--- src/rtl/uart_rx_fifo.sv ---
// uart_rx_fifo: asynchronous serial receiver feeding a first-word
// fall-through receive FIFO.
//
// The receiver oversamples a 2-flop-synchronised rx line at CLKS_PER_BIT
// clocks per bit and samples each bit at its middle. Each completed frame is
// pushed as {framing-error, parity-error, data}. A frame that is all zeros
// up to and including the first stop bit is treated as a line break: it sets
// a sticky flag and nothing is pushed.
//
// Ports
//   clk       in   sole clock, rising edge
//   rst       in   synchronous active-high reset
//   rx        in   asynchronous serial line, idles high
//   received  in   pop strobe; honoured only while sent=1
//   clr_err   in   clears sticky error[3:2] (a same-cycle set wins)
//   data      out  head entry data, 0 when the FIFO is empty
//   sent      out  FIFO non-empty
//   error     out  [0] head parity, [1] head framing, [2] overrun (sticky),
//                  [3] break (sticky); [1:0] are 0 when the FIFO is empty
//   count     out  FIFO occupancy 0..FIFO_DEPTH
module uart_rx_fifo #(
  parameter int DATA_BITS    = 8,
  parameter int PARITY       = 1,
  parameter int STOP_BITS    = 1,
  parameter int CLKS_PER_BIT = 16,
  parameter int FIFO_DEPTH   = 4
) (
  input  logic                          clk,
  input  logic                          rst,
  input  logic                          rx,
  input  logic                          received,
  input  logic                          clr_err,
  output logic [DATA_BITS-1:0]          data,
  output logic                          sent,
  output logic [3:0]                    error,
  output logic [$clog2(FIFO_DEPTH):0]   count
);

  localparam int CNT_W  = $clog2(CLKS_PER_BIT);
  localparam int IDX_W  = $clog2(DATA_BITS + 1);
  localparam int PTR_W  = $clog2(FIFO_DEPTH);
  localparam int CCNT_W = PTR_W + 1;
  localparam int ENT_W  = DATA_BITS + 2;

  localparam logic [CNT_W-1:0]  HALF_C      = CNT_W'(CLKS_PER_BIT / 2 - 1);
  localparam logic [CNT_W-1:0]  FULL_C      = CNT_W'(CLKS_PER_BIT - 1);
  localparam logic [IDX_W-1:0]  LAST_DATA_C = IDX_W'(DATA_BITS - 1);
  localparam logic [IDX_W-1:0]  LAST_STOP_C = IDX_W'(STOP_BITS - 1);
  localparam logic [CCNT_W-1:0] DEPTH_C     = CCNT_W'(FIFO_DEPTH);
  localparam logic              HAS_PAR_C   = (PARITY != 0);
  localparam logic              ODD_C       = (PARITY == 2);

  typedef enum logic [2:0] {
    S_IDLE,
    S_START,
    S_DATA,
    S_PARITY,
    S_STOP,
    S_WAIT_HIGH
  } state_t;

  // Parity bit the transmitter should have sent for a given data word.
  function automatic logic expected_parity(input logic [DATA_BITS-1:0] d);
    return (^d) ^ ODD_C;
  endfunction

  // Synchroniser and start-detect arming
  logic       sync1_q, sync2_q;
  logic       rx_s;
  logic [1:0] fill_q;
  logic       armed_q;

  // Receiver FSM and datapath
  state_t               state_q, state_d;
  logic [CNT_W-1:0]     cnt_q, cnt_d;
  logic [IDX_W-1:0]     idx_q, idx_d;
  logic [DATA_BITS-1:0] shift_q, shift_d;
  logic                 pbit_q, pbit_d;
  logic                 fe_q, fe_d;

  logic tick_half, tick_full, stop_smp;
  logic frame_pe, frame_fe;
  logic brk_evt, push_evt;

  // FIFO
  logic [ENT_W-1:0]  mem_q [FIFO_DEPTH];
  logic [PTR_W-1:0]  wptr_q, rptr_q;
  logic [CCNT_W-1:0] count_q, count_d;
  logic              full_w, pop_w, wr_w, ovr_evt;
  logic              ovr_q, brk_q;
  logic [ENT_W-1:0]  head_w;

  assign rx_s = sync2_q;

  // ---- Stage: input synchroniser ----
  // fill_q tracks when the synchroniser again carries the real line value
  // after reset. Start detection is armed only once that real value has been
  // seen high, so a line that is still low from an abandoned frame is not
  // mistaken for a new start bit.
  always_ff @(posedge clk) begin
    if (rst) begin
      sync1_q <= 1'b1;
      sync2_q <= 1'b1;
      fill_q  <= 2'b00;
      armed_q <= 1'b0;
    end else begin
      sync1_q <= rx;
      sync2_q <= sync1_q;
      fill_q  <= {fill_q[0], 1'b1};
      if (fill_q[1] && sync2_q) begin
        armed_q <= 1'b1;
      end
    end
  end

  // ---- Stage: receiver state register ----
  always_ff @(posedge clk) begin
    if (rst) begin
      state_q <= S_IDLE;
      cnt_q   <= '0;
      idx_q   <= '0;
    end else begin
      state_q <= state_d;
      cnt_q   <= cnt_d;
      idx_q   <= idx_d;
    end
  end

  always_ff @(posedge clk) begin
    shift_q <= shift_d;
    pbit_q  <= pbit_d;
    fe_q    <= fe_d;
  end

  // ---- Stage: receiver events (FSM outputs) ----
  // A break is decided on the first stop sample: the data bits, the parity
  // bit and this stop bit are all zero.
  always_comb begin
    tick_half = (cnt_q == HALF_C);
    tick_full = (cnt_q == FULL_C);
    stop_smp  = (state_q == S_STOP) && tick_full;
    frame_pe  = HAS_PAR_C && (pbit_q != expected_parity(shift_q));
    frame_fe  = fe_q | ~rx_s;
    brk_evt   = stop_smp && (idx_q == '0) && (shift_q == '0) &&
                (!HAS_PAR_C || !pbit_q) && !rx_s;
    push_evt  = stop_smp && (idx_q == LAST_STOP_C) && !brk_evt;
  end

  // ---- Stage: receiver next state ----
  always_comb begin
    state_d = state_q;
    case (state_q)
      S_IDLE: begin
        if (armed_q && !rx_s) state_d = S_START;
      end
      S_START: begin
        if (tick_half) state_d = rx_s ? S_IDLE : S_DATA;
      end
      S_DATA: begin
        if (tick_full && (idx_q == LAST_DATA_C)) begin
          state_d = HAS_PAR_C ? S_PARITY : S_STOP;
        end
      end
      S_PARITY: begin
        if (tick_full) state_d = S_STOP;
      end
      S_STOP: begin
        if (brk_evt) begin
          state_d = S_WAIT_HIGH;
        end else if (stop_smp && (idx_q == LAST_STOP_C)) begin
          state_d = rx_s ? S_IDLE : S_WAIT_HIGH;
        end
      end
      S_WAIT_HIGH: begin
        if (rx_s) state_d = S_IDLE;
      end
      default: state_d = S_IDLE;
    endcase
  end

  // ---- Stage: receiver datapath ----
  // The bit counter restarts at every sample so the following sample lands
  // exactly one bit period later, in the middle of the next bit.
  always_comb begin
    cnt_d   = cnt_q + 1'b1;
    idx_d   = idx_q;
    shift_d = shift_q;
    pbit_d  = pbit_q;
    fe_d    = fe_q;
    case (state_q)
      S_IDLE, S_WAIT_HIGH: begin
        cnt_d = '0;
        idx_d = '0;
      end
      S_START: begin
        if (tick_half) begin
          cnt_d = '0;
          fe_d  = 1'b0;
        end
      end
      S_DATA: begin
        if (tick_full) begin
          cnt_d   = '0;
          shift_d = {rx_s, shift_q[DATA_BITS-1:1]};
          idx_d   = (idx_q == LAST_DATA_C) ? '0 : idx_q + 1'b1;
        end
      end
      S_PARITY: begin
        if (tick_full) begin
          cnt_d  = '0;
          pbit_d = rx_s;
        end
      end
      S_STOP: begin
        if (tick_full) begin
          cnt_d = '0;
          fe_d  = frame_fe;
          idx_d = idx_q + 1'b1;
        end
      end
      default: begin
        cnt_d = '0;
        idx_d = '0;
      end
    endcase
  end

  // ---- Stage: FIFO control ----
  // A pop in the same clock frees the slot the push needs, so a full FIFO
  // only overruns when nobody pops. A pop while empty is ignored.
  always_comb begin
    full_w  = (count_q == DEPTH_C);
    pop_w   = received && (count_q != '0);
    wr_w    = push_evt && (!full_w || pop_w);
    ovr_evt = push_evt && full_w && !pop_w;
    count_d = count_q;
    case ({wr_w, pop_w})
      2'b10:   count_d = count_q + 1'b1;
      2'b01:   count_d = count_q - 1'b1;
      default: count_d = count_q;
    endcase
  end

  always_ff @(posedge clk) begin
    if (rst) begin
      wptr_q  <= '0;
      rptr_q  <= '0;
      count_q <= '0;
      ovr_q   <= 1'b0;
      brk_q   <= 1'b0;
    end else begin
      if (wr_w)  wptr_q <= wptr_q + 1'b1;
      if (pop_w) rptr_q <= rptr_q + 1'b1;
      count_q <= count_d;
      ovr_q   <= ovr_evt ? 1'b1 : (clr_err ? 1'b0 : ovr_q);
      brk_q   <= brk_evt ? 1'b1 : (clr_err ? 1'b0 : brk_q);
    end
  end

  always_ff @(posedge clk) begin
    if (wr_w) begin
      mem_q[wptr_q] <= {frame_fe, frame_pe, shift_q};
    end
  end

  // ---- Stage: fall-through outputs ----
  always_comb begin
    head_w = mem_q[rptr_q];
    sent   = (count_q != '0);
    data   = sent ? head_w[DATA_BITS-1:0] : '0;
    error  = {brk_q, ovr_q, sent ? head_w[ENT_W-1:DATA_BITS] : 2'b00};
    count  = count_q;
  end

endmodule

--- config.mk ---
export PLATFORM = sky130hd
export DESIGN_NAME = uart_rx_fifo
export DESIGN_NICKNAME = d
export VERILOG_FILES = /design/src/rtl/uart_rx_fifo.sv
export SDC_FILE = /design/constraint.sdc
export NUM_CORES = 1
export LEC_CHECK = 0
export ABC_AREA = 0
export CORE_UTILIZATION = 43
export DETAILED_ROUTE_END_ITERATION = 6
export PLACE_DENSITY_LB_ADDON = 0.2
export SETUP_SLACK_MARGIN = 0.2
export SLEW_MARGIN = 20
export SYNTH_ARGS = -nofsm -noshare
export SYNTH_HDL_FRONTEND = slang
export SYNTH_SLANG_ARGS = --single-unit
export TNS_END_PERCENT = 5
--- constraint.sdc ---
create_clock -name clk -period 3.4 [get_ports clk]
set_clock_uncertainty 0.1 [all_clocks]
set_input_delay 0.68 -clock clk [delete_from_list [all_inputs] [get_ports clk]]
set_output_delay 0.68 -clock clk [all_outputs]
set_load 0.02 [all_outputs]
-- After elaboration in Yosys (flattened, before gate mapping)
Memories as Yosys holds them, arrays and structs flattened. A register that Yosys moved wholly into a read port is not among the register bits.
Index checks and enable logic that the tools add are counted.
Widths: inputs -> output; s select.
- register bits: 35
- RAM bits: 40
- input bits: 5
- word-level logic and storage cells: 112
- memories: 1
- memory list (memory ; words ; bits a word ; rd ports ; clocked after memory_dff ; write ports ; line ; text):
    mem_q ; 4 ; 10 ; 1 ; 1 ; 1 ; 86 ; logic [ENT_W-1:0] mem_q [FIFO_DEPTH];
- $add $sub $neg: 6
- eq/ne operators: 20
- multiplexer cells: 31
- bitwise logic cells: 3
- reduce and logical (&&, ||, !) cells: 35
- operators with widths (cell ; count):
    $mux 3 ; 8
    $mux 4 ; 5
    $pmux 3 s6 ; 1
    $ne 2x2->1 const B ; 7
    $logic_and 1x1->1 ; 13
    $pmux 4 s3 ; 1
    $eq 3x3->1 const B ; 3
    $add 4x1->4 const B ; 2
    $eq 4x3->1 const B ; 2
    $logic_not 8->1 ; 1
    $mux 1 ; 8
    $mux 2 ; 4
    $mux 8 ; 1
    $pmux 4 s2 ; 1
    $reduce_bool 2->1 ; 4
    $reduce_xor 8->1 ; 1
    $eq 3x2->1 const B ; 2
    $pmux 3 s2 ; 1
    $reduce_and 3->1 ; 2
    $reduce_and 6->1 ; 1
    $logic_not 1->1 ; 5
    $add 2x1->2 const B ; 2
    $eq 4x4->1 const B ; 1
    $logic_not 4->1 ; 1
    other kinds (16) ; 18

-- Logic depth before layout (Yosys ltp)
Gate-level depths: netlist (run 1).
- word-level depth: 11
- mapped depth: 9
- gate-level depth less buffers: 9

-- Worst setup path after synthesis (run 1)
OpenSTA, ideal clock, no wires.
- path type: flip-flop to flip-flop
- start: register idx_q[0]
- end: register count_q[2], in the netlist count[2]
- setup time: 0.123 ns
- data arrival time: 2.209 ns
- required time: 3.177 ns
- slack: 0.967 ns
- stages on the path, launching flop included: 10
- clock period less this slack: 2.433 ns
- cell sequence: dfxtp_1 > inv_1 > ha_1 > or3b_2 > nor3_4 > a21oi_1 > fa_1 > a211oi_1 > a31oi_1 > mux2_1
- cells in the longest elaborated chain, start to end: 10
- RTL lines (item ; line ; text):
    start: declaration ; 76 ; logic [IDX_W-1:0] idx_q, idx_d;
    start signal: assignment ; 125 ; idx_q <= idx_d;
    $logic_not 4->1 (*) ; 144, 146 ;
    $logic_and 1x1->1 (*) ; 144, 146 ;
    $logic_and 1x1->1 (2 in a row) ; 144 ; brk_evt = stop_smp && (idx_q == '0) && (shift_q == '0) &&
    $logic_and 1x1->1 ; 145 ; (!HAS_PAR_C || !pbit_q) && !rx_s;
    $logic_not 1->1 ; 146 ; push_evt = stop_smp && (idx_q == LAST_STOP_C) && !brk_evt;
    $logic_and 1x1->1 (*) ; 146 ;
    $logic_and 1x1->1 (*) ; 234 ; wr_w = push_evt && (!full_w || pop_w);
    $eq 2x1->1 or $eq 2x2->1 (tied branches) ; 237 ; case ({wr_w, pop_w})
    $pmux 3 s2 or $reduce_bool 2->1 (tied branches) ; n/a ;
    end signal: assignment ; 254 ; count_q <= count_d;
    end: declaration ; 88 ; logic [CCNT_W-1:0] count_q, count_d;
Every way passes the cells marked *; elsewhere a longest branch is shown, timed or not.
A chain may end at the register's enable or synchronous reset.

==> results.yml, run 1 <==
route:
  vias: 1929
  ant_nets: 0
  drt_drc_violations_left: 0
  post_drt_via_cell_ratio: 5.06
  wirelength_um: 5630
  post_drt_wl_per_cell_um: 14.8
  first_pass_iters: 4
  dr.first_iter.drc_count: 94
power_and_ir_drop:
  fin_total_pwr_mw: 1.76
  comb_power_share: 0.038
  p_per_area_nw_per_um2: 456
  peakVddDrop_mv: 0.197
  leakage_nw: 1.35
  p_sw_uw: 392
  p_int_mw: 1.36
  seqPwrFrac: 0.571
  swShare: 0.223
  clkPwrFrac: 0.391
place:
  pre_cts_ws_ns: 0.677
  placed_area_um2: 3650
  port_buffers: 20
  dp.cells: 365
  gp_congestion: 0.792
  hpwl_um: 3820
timing:
  setup_viol_count_final: 0
  finalCritPeriodShare: 0.846
  timing.hold.ws_ns: 0.313
  timing.final.max_slew_violations: 0
  fin_setup_tns_ns: 0
  grt_setup_unrepaired: "no"
  maxSlewHeadroom: 0.576
  hold_viol: 0
  max_freq_mhz: 348
  finalCriticalPeriod_ns: 2.88
  fin_ws_ns: 0.524
  worstMarginPinSlew_ns: 0.627
clocking:
  cts_tree: "done"
  ctsHoldBuffers: 0
  cts_sinks: 77
  root_buffer: "clkbuf_8"
  post-cts-setup-buffers: 0
  ctsResizeCount: 0
  cts_buffers: 9
  clkLatencyLatePin_ns: 0.34
  clockBufferDepth: 2
  htreeDepth: 3
  clkTransAtPathRegs_ns: 0.08
die:
  initial_core_util: 0.453
  dieArea_um2: 8170
  die_h_um: 90.4
  die_w_um: 90.4
  fp-row-count: 31
  num_io_pins: 21
  coreArea_um2: 7410
logic_synthesis:
  ys_ff_latch: 77
  synth_cell_types: 49
  syn_nets: 271
  syn_area_per_cell_um2: 13.2
  synthArstFlopShare: 0
  synthesis.instances: 254
  synth-edff-count: 50
  ys_warn_count: 0
  syn_area_um2: 3360
  ys_seq_area_frac: 0.608
  synth_flop_cell: "edfxtp_1"
critical_path:
  critPathLaunchType: "flip-flop"
  critPathSlowestCell: "mux4_2"
  cp_max_fo: 10
  cp-end-kind: "output port"
  crit_chain: "buf_4 -> mux4_2 -> and2_1 -> clkdlybuf4s50_1"
  cp.arrival_ns: 2.10
  reg2reg_depth: 6
  critPathRequiredTime_ns: 2.62
  cp_slowest_stage_delay_ns: 0.53
  path_class: "reg -> out"
hold_path:
  hold_depth: 1
  worstHoldPathType: "reg -> reg"
grt:
  antenna_found_initial: 0
  grt_max_degree: 21
  grt_pass1_wl_um: 9640
  grt_pass1_vias: 1956
  overflow: 0
  grt_use_total: 0.153
finish:
  fin_util: 0.519
  fin_area_um2: 3850
  antenna-diode-count: 0
  drive_above_1_share: 0.145
  fin_cells: 381
  syn_to_final_growth_pct: 14.5
  nets: 294
run_status:
  status: "finished clean"
run:
  max_cap_violations: 0
-- cell usage in the layout, fill, tap and decap left out, types with 4 or more instances in the layout --
cell type and instances:
xnor2_1 7, and2_1 14, nand2_1 6, inv_1 17
a21oi_1 11, mux4_2 10, nor2_1 17, nor2b_1 5
dfxtp_1 27, ha_1 11, nand3_1 8, clkdlybuf4s50_1 20
o21ai_0 12, clkbuf_8 9, xor2_1 4, edfxtp_1 50
-- sequential cells by signal, indices dropped and copies added (netlist names), 2 cells and up, named ones only --
| register | flops |
|---|---|
| mem_q | 40 |
| shift_q | 8 |
| cnt_q | 4 |
| idx_q | 4 |
| count | 3 |
| state_q | 3 |
| fill_q | 2 |
| rptr_q | 2 |
| wptr_q | 2 |
-- final cells by class --
type / instances / area, µm²
clock buffers: 10 / 128
repair buffers: 23 / 223
well taps: 99 / 124
inverters: 17 / 63.8
multi-input cells: 149 / 1200
flip-flops and latches: 77 / 2040
clock inverters: 6 / 70.1
fillers: 631 / 3560
-- worst paths after layout --
path	start	to	slack, ns
setup / recovery	flip-flop	data[7]	0.52
hold / removal	sync1_q$_SDFF_PP1_	rx_s$_SDFF_PP1_	0.31
setup reg to reg	idx_q[0]$_SDFFE_PP0P_	mem_q[3][0]$_DFFE_PP_	0.72
hold reg to reg	sync1_q$_SDFF_PP1_	rx_s$_SDFF_PP1_	0.31
-- cell families after synthesis --
| group | Yosys count | synth area share |
|---|---|---|
| XOR/XNOR | 11 | 0.0287 |
| multiplexers | 15 | 0.0827 |
| adder cells (fa/ha/maj) | 12 | 0.0469 |
| buffers and inverters | 28 | 0.0361 |
| AO/OA/AOI/OAI | 36 | 0.0656 |
| AND/OR/NAND/NOR | 75 | 0.132 |
| flip-flops | 77 | 0.608 |
-- power groups by stage --
stage | sequential, mW | clock, mW | combinational [mW]
3_5_place_dp | 1.02 | 0 | 0.0656
3_3_place_gp | 1.02 | 0 | 0.0645
5_1_grt | 1.00 | 0.745 | 0.0751
2_1_floorplan | 1.02 | 0 | 0.0527
4_1_cts | 1.00 | 0.706 | 0.0662
6_report | 1.00 | 0.687 | 0.0667
-- synth_stat cells, drive strengths merged, types with 3 or more instances --
library cell | count | area, µm²
nand3 | 8 | 40.0
o21ai | 12 | 60.1
mux4 | 10 | 225
inv | 17 | 63.8
buf | 5 | 35.0
xor2 | 4 | 35.0
a21oi | 12 | 63.8
and3 | 3 | 18.8
dfxtp | 27 | 541
ha | 11 | 138
nor2 | 17 | 63.8
or3 | 3 | 18.8
xnor2 | 7 | 61.3
clkbuf | 6 | 22.5
nor2b | 5 | 31.3
nor3 | 4 | 31.3
nand2 | 6 | 22.5
mux2i | 3 | 30.0
edfxtp | 50 | 1500
and2 | 17 | 110
-- worst max-delay path, delay by kind of cell (launching register included) --
family | cells | cell delay, ns
mux | 1 | 0.53
buf+inv | 2 | 0.75
flops | 1 | 0.31
simple gates | 1 | 0.17
-- layer usage --
layer  up-vias  routed length (µm)  track usage
met5         -                   0            0
met4         0                  81       0.0726
met3         7                  85       0.0286
met2        22                2840        0.260
met1       940                2620        0.188
li1        960                   -            -
Note: power is estimated with default switching activity, not from simulation.
==> inputs of run 2 (changes only) <==
==> constraint.sdc (replaced) <==
create_clock -name clk -period 2.7 [get_ports clk]
set_clock_uncertainty 0.1 [all_clocks]
set_input_delay 0.54 -clock clk [delete_from_list [all_inputs] [get_ports clk]]
set_output_delay 0.54 -clock clk [all_outputs]
set_load 0.02 [all_outputs]
==> run 2 against run 1 <==
  * Die area did not move
  * Critical endpoint is now error[1]
  * Register-to-register slack lost 0.44 ns
  * Worst setup slack got worse by 0.32 ns
  * Highest routed layer unchanged
  * Cell count grew 3.9%
  * Critical path type unchanged
==> results.yml, run 2 (synthesized netlist as in run 1, its figures left out) <==
route:
  wirelength_um: 5850
  drt_drc_violations_left: 0
  vias: 1994
  first_pass_iters: 4
  post_drt_via_cell_ratio: 5.04
  ant_nets: 0
  dr.first_iter.drc_count: 89
  post_drt_wl_per_cell_um: 14.8
timing:
  max_freq_mhz: 401
  finalCriticalPeriod_ns: 2.50
  fin_setup_tns_ns: 0
  finalCritPeriodShare: 0.925
  hold_viol: 0
  grt_setup_unrepaired: "yes"
  timing.final.max_slew_violations: 0
  setup_viol_count_final: 0
  worstMarginPinSlew_ns: 0.575
  maxSlewHeadroom: 0.617
die:
  coreArea_um2: 7410
  fp-row-count: 31
  die_h_um: 90.4
  initial_core_util: 0.453
  dieArea_um2: 8170
  die_w_um: 90.4
  num_io_pins: 21
finish:
  final_cell_mix: "edfxtp_1 (50), dfxtp_1 (26), inv_1 (17), nor2_1 (17), buf_4 (16)"
  reg_top3: "mem_q: 40 flops, shift_q: 8 flops"
  largest_reg_flops: 40
  nets: 309
  fillers: 635
  largest-register: "mem_q"
  antenna-diode-count: 0
  drive_above_1_share: 0.232
  fin_area_um2: 4000
  syn_to_final_growth_pct: 19.2
  layout_commonest_cell: "edfxtp_1"
place:
  placed_area_um2: 3710
  hpwl_um: 3930
  port_buffers: 20
  gp_congestion: 0.837
clocking:
  cts_tree: "done"
  clockBufferDepth: 2
  cts_sinks: 77
  root_buffer: "clkbuf_8"
  clkLatencyLatePin_ns: 0.35
  htreeDepth: 3
  cts_buffers: 9
  clkTransAtPathRegs_ns: 0.09
power_and_ir_drop:
  clkPwrFrac: 0.373
  p_per_area_nw_per_um2: 538
  seqPwrFrac: 0.583
  fin_total_pwr_mw: 2.15
  p_sw_uw: 516
  comb_power_share: 0.045
  p_int_mw: 1.64
  peakVddDrop_mv: 0.266
  swShare: 0.240
  leakage_nw: 1.47
critical_path:
  cp-end-kind: "output port"
  r2r_slack_ns: 0.28
  cp_max_fo: 5
  cp_slowest_stage_delay_ns: 0.47
  r2r-start: "shift_q[0]$_DFFE_PP_"
  critPathSlowestCell: "mux4_2"
  cp.arrival_ns: 1.86
  critPathRequiredTime_ns: 2.06
  crit_chain: "bufbuf_16 -> mux4_2 -> and2_1 -> clkdlybuf4s15_2"
  path_class: "reg -> out"
  critPathLaunchType: "flip-flop"
grt:
  grt_max_degree: 20
  antenna_found_initial: 0
  grt_pass1_wl_um: 10100
  grt_use_total: 0.162
  overflow: 0
  grt_pass1_vias: 1987
run:
  max_cap_violations: 0
hold_path:
  worstHoldPathType: "reg -> reg"
  hp-start: "fill_q[0]$_DFF_P_"
run_status:
  status: "finished clean"
## run 2: critical path, delay by kind of cell, from the launching register on
kind / cells / cell delay [ns]
flops: 1 / 0.36
mux: 1 / 0.47
buf+inv: 2 / 0.51
simple gates: 1 / 0.17
## run 2: metrics by stage
| step | hold WS [ns] | instances | utilization | setup WS [ns] |
|---|---|---|---|---|
| 2_1_floorplan | 0.289 | 254 | - | 0.267 |
| 3_3_place_gp | 0.318 | 373 | 0.501 | 0.193 |
| 3_5_place_dp | 0.325 | 373 | 0.501 | 0.126 |
| 5_1_grt | 0.360 | 396 | 0.540 | 0.0568 |
| 6_report | 0.342 | 396 | 0.540 | 0.203 |
| 4_1_cts | 0.347 | 391 | 0.532 | 0.171 |
## run 2: routing by layer
metal  vias to the layer above  track usage  part of all wire
li1                        987            -                 -
met1                       962        0.194              0.44
met2                        36        0.282              0.51
met3                         9       0.0429             0.029
met4                         0       0.0565             0.017
met5                         -            0                 0
## run 2: path summary, 6_finish.rpt
path	endpoint	cells past startpoint
max	error[1]	4
min	fill_q[1]$_SDFF_PP0_	1
max reg2reg	count[2]$_SDFFE_PP0P_	9
min reg2reg	fill_q[1]$_SDFF_PP0_	1
## run 2: power by group through the flow
stage	logic, mW	registers (mW)	clock network, mW
6_report	0.0965	1.25	0.802
5_1_grt	0.112	1.26	0.884
4_1_cts	0.0963	1.25	0.830
3_5_place_dp	0.0948	1.28	0
3_3_place_gp	0.0935	1.28	0
2_1_floorplan	0.0663	1.28	0
## run 2: area by class of cell
type | count | area (µm²) | area share
Sequential cell | 77 | 2040 | 0.510
Multi-Input combinational cell | 149 | 1230 | 0.308
Timing Repair Buffer | 38 | 362 | 0.0903
Clock buffer | 9 | 124 | 0.0309
Tap cell | 99 | 124 | 0.0309
Inverter | 17 | 63.8 | 0.0159
Clock inverter | 7 | 55.1 | 0.0137
## run 2: repair_timing
item,in CTS,in global routing
hold buffers,0,0
resized for setup,27,7
gates cloned,1,0
pin swaps,1,2
setup endpoints to repair,42,51
hold endpoints to repair,0,0
setup buffers,1,5
==> edit 1 (config.mk and constraints of run 1) <==
The parameter `CLKS_PER_BIT` goes from 16 to 32.
--- a/src/rtl/uart_rx_fifo.sv
+++ b/src/rtl/uart_rx_fifo.sv
@@ -22,7 +22,7 @@
   parameter int DATA_BITS    = 8,
   parameter int PARITY       = 1,
   parameter int STOP_BITS    = 1,
-  parameter int CLKS_PER_BIT = 16,
+  parameter int CLKS_PER_BIT = 32,
   parameter int FIFO_DEPTH   = 4
 ) (
   input  logic                          clk,
Formal check against the unedited RTL: no difference found for any inputs over 10 cycles, from zero or initial values and one cycle with rst high; that may be too few to reach the edited logic, so the function may still have changed.
==> edit 1 against run 1 <==
- area after synthesis up 1.7%
- synthesized cell count up 2.4%
- cell area up 1.4%
- worst setup slack worse by 130 ps
- wire length down 2.0%
- sequential cell count up 1
- utilization down 1.2 points
- largest cell class unchanged
Power is not compared: it rests on default switching activity, and its combinational part moved more than twofold at a synthesized area within 25%.
==> edit 1: results (changes against run 1) <==
met3 wire length = 163 um (+92%)
Bufs on Longest Clock Path = 2 (unchanged)
Finished Layout Cells = 391 (+2.6%)
met3 usage = 3.27% (+0.40 points)
hold slack = 326 ps (+12.8 ps)
CTS HTree Levels = 3 (unchanged)
Placed Cells = 375 (+2.7%)
Mapped Nets = 280 (+3.3%)
Final #Nets = 304 (+3.4%)
WL final = 5.51 mm (-2.0%)
Placed Area = 3720 um2 (+2.1%)
via count = 1935 (+0.31%)
worst path arrival time = 2880 ps (+780 ps)
# Post-CTS Setup Buffers = 0 (unchanged)
Top FF cell, synth = edfxtp_1
met2 routed WL = 2.83 mm (-0.46%)
gpl congestion = 0.733 (-7.4%)
met1 Usage GRT = 19.0% (+0.14 points)
final worst path period need = 3010 ps (+135 ps)
register area share after synthesis = 60.4% (-0.42 points)
Area contributors post-synth = edfxtp_1 44%, dfxtp_1 16%, mux4_2 6.6%
FF-to-FF setup slack = 390 ps (-330 ps)
DP Worst Slack = 370 ps (-307 ps)
design area = 3900 um2 (+1.4%)
layout cell share with drive strength beyond 1 = 14.2% (-0.35 points)
total global-route track usage = 14.9% (-0.38 points)
relative slew slack = 64.3% (+6.7 points)
most frequent cells after synthesis = 50 x edfxtp_1, 28 x dfxtp_1, 23 x nor2_1
fillcell total = 700 (+11%)
top flop regs = mem_q x40, shift_q x8, cnt_q x5
Min-Delay Endpoint = rx_s
Resized Gates After CTS = 0 (unchanged)
initial DRC count = 108 (+15%)
M2 GR Usage = 24.6% (-1.3 points)
pin count of the biggest net entering global routing = 16 (-24%)
Register-to-Register Path Depth = 7 (+1)
DP HPWL = 3.97 mm (+4.0%)
drt first pass iters = 4 (unchanged)
Mean Syn Cell Area = 13.1 um2 (-0.67%)
M1 wire length = 2.49 mm (-4.8%)
status = complete, no violations
global-route wire length before repair = 9.38 mm (-2.6%)
Critical Path End = mem_q[1][8]
==> edit 1: logic make-up (layout without fill, tap and decap cells) <==
kind of cell,after synthesis,after routing,synth area share (%)
AND/OR/NAND/NOR,80,80,12.9
multiplexers,14,14,7.95
XOR/XNOR,13,13,3.33
buffers and inverters,33,62,3.96
flip-flops,78,78,60.4
adder cells (fa/ha/maj),15,15,5.71
AO/OA/AOI/OAI,27,27,5.82
==> edit 1: cell type report <==
type | instances | share of cell area (%)
sequential | 78 | 52.9
multi-input combinational | 149 | 31.3
timing repair buffer | 25 | 6.10
tap | 102 | 3.27
clock buffer | 9 | 3.18
inverter | 21 | 2.02
clock inverter | 7 | 1.28
==> edit 1: critical path, stage by stage, from the launching register on <==
cell       delay, ps
dfxtp_1          360
ha_1             180
and3_1           210
ha_1             340
nand4bb_1        260
a311o_4          480
nor2_2           240
and2_1           480
==> edit 2 (config.mk and constraints of run 1) <==
Made on the original files. Make the reset (`rst`) asynchronous in 3 clocked blocks. Comments in the files are not updated.
--- a/src/rtl/uart_rx_fifo.sv
+++ b/src/rtl/uart_rx_fifo.sv
@@ -97,7 +97,7 @@
   // after reset. Start detection is armed only once that real value has been
   // seen high, so a line that is still low from an abandoned frame is not
   // mistaken for a new start bit.
-  always_ff @(posedge clk) begin
+  always_ff @(posedge clk or posedge rst) begin
     if (rst) begin
       sync1_q <= 1'b1;
       sync2_q <= 1'b1;
@@ -114,7 +114,7 @@
   end
 
   // ---- Stage: receiver state register ----
-  always_ff @(posedge clk) begin
+  always_ff @(posedge clk or posedge rst) begin
     if (rst) begin
       state_q <= S_IDLE;
       cnt_q   <= '0;
@@ -241,7 +241,7 @@
     endcase
   end
 
-  always_ff @(posedge clk) begin
+  always_ff @(posedge clk or posedge rst) begin
     if (rst) begin
       wptr_q  <= '0;
       rptr_q  <= '0;
Behaviour: same outputs for any inputs over 10 cycles, from zero or initial values and one cycle with rst high; that may be too few to reach the edited logic, so the function may still have changed.
==> edit 2 against run 1 <==
- utilization rose by 0.29 points
- sequential share of layout area decreased by 0.85 points
- sequential cell count decreased by 2
- die area grew 4.3%
- highest routed layer unchanged
- area after synthesis rose by 4.4%
- cell area is 6.0% higher
- final cell count increased by 4.2%
- worst setup slack worse by 20 ps
- maximum frequency decreased by 0.68%
- wire length rose by 3.4%
Power is not compared: it rests on default switching activity, and its combinational part moved more than twofold at a synthesized area within 25%.
==> edit 2: results (changes against run 1) <==
initial DRC count = 80 (-15%)
DP HPWL = 4.07 mm (+6.6%)
fillcell total = 673 (+6.7%)
gpl congestion = 0.769 (-2.8%)
Mean Syn Cell Area = 13.3 um2 (+0.44%)
XOR/XNOR Fraction of Synth Area = 2.75% (-0.12 points)
pin count of the biggest net entering global routing = 26 (+24%)
CP Max Fanout = 14 (+4)
Yosys cell types = 53 (+8.2%)
DP Worst Slack = 689 ps (+12.0 ps)
Worst path slowest cell = clkdlybuf4s50_1
FFs w/ async S/R, synth = 33.3% (+33 points)
Placed Cells = 381 (+4.4%)
worst path arrival time = 2120 ps (+20 ps)
measured slew at the worst slew-check pin = 553 ps (-74.0 ps)
Final #Nets = 307 (+4.4%)
most frequent cells after synthesis = 50 x edfxtp_1, 24 x inv_1, 23 x dfrtp_1
adder-cell share of the synthesized area = 4.50% (-0.20 points)
status = complete, no violations
CP max stage delay = 600 ps (+70 ps)
Area contributors post-synth = edfxtp_1 43%, dfrtp_1 16%, mux4_2 6.4%
layout cell share with drive strength beyond 1 = 14.6% (+0.037 points)
WL final = 5.82 mm (+3.4%)
vias in the first global route = 2016 (+3.1%)
post-DR vias/cell = 5.12 (+1.2%)
flip-flop and latch area = 2130 um2 (+4.3%)
==> edit 2: cell count changes in the layout (fill, tap and decap cells not counted), moves of 4 or more <==
cell,run 1,this run
dfxtp_1,27,0
dfrtp_1,0,23
inv_1,17,24
nand2_1,6,12
nor2_1,17,13
==> edit 2: final timing paths <==
check / startpoint / end / slack [ps] / cells past startpoint
min: fill_q[0] / fill_q[1] / 250 / 0
max reg2reg: shift_q[4] / count[2] / 700 / 11
max in group asynchronous: rst / sync1_q / 2330 / 3
min in group asynchronous: rst / ovr_q / 580 / 3
max: count[2] / data[7] / 500 / 4
min reg2reg: fill_q[0] / fill_q[1] / 250 / 0
==> edit 2: metal layers <==
layer	vias to the layer above	track usage (%)	part of all wire, %
met5	-	0	0
met4	0	9.11	2.1
met3	10	3.04	2.3
met2	23	26.0	50
met1	998	18.4	45
li1	1003	-	-
==> edit 2: kinds of logic after synthesis <==
| family | count (synthesis) |
|---|---|
| DFF | 75 |
| and+or+nand+nor | 73 |
| AOI/OAI and AO/OA | 44 |
| buffers and inverters | 35 |
| muxes | 13 |
| adders and majority gates | 12 |
| xor gates and xnor gates | 11 |
| other | 1 |
==> edit 2: power by group through the flow <==
stage	Sequential, mW	Clock, mW	Combinational [mW]
finish	1.08	0.829	0.313
floorplan	1.07	0	0.265
detailed placement	1.10	0	0.313
global route	1.09	0.883	0.359
CTS	1.08	0.845	0.316
global placement	1.10	0	0.313
==> edit 2: layout make-up <==
class / instances / area share (%)
flip-flops and latches: 75 / 52.2
clock inverters: 7 / 3.04
multi-input cells: 154 / 30.3
repair buffers: 26 / 6.02
inverters: 24 / 2.21
well taps: 102 / 3.13
clock buffers: 9 / 3.04
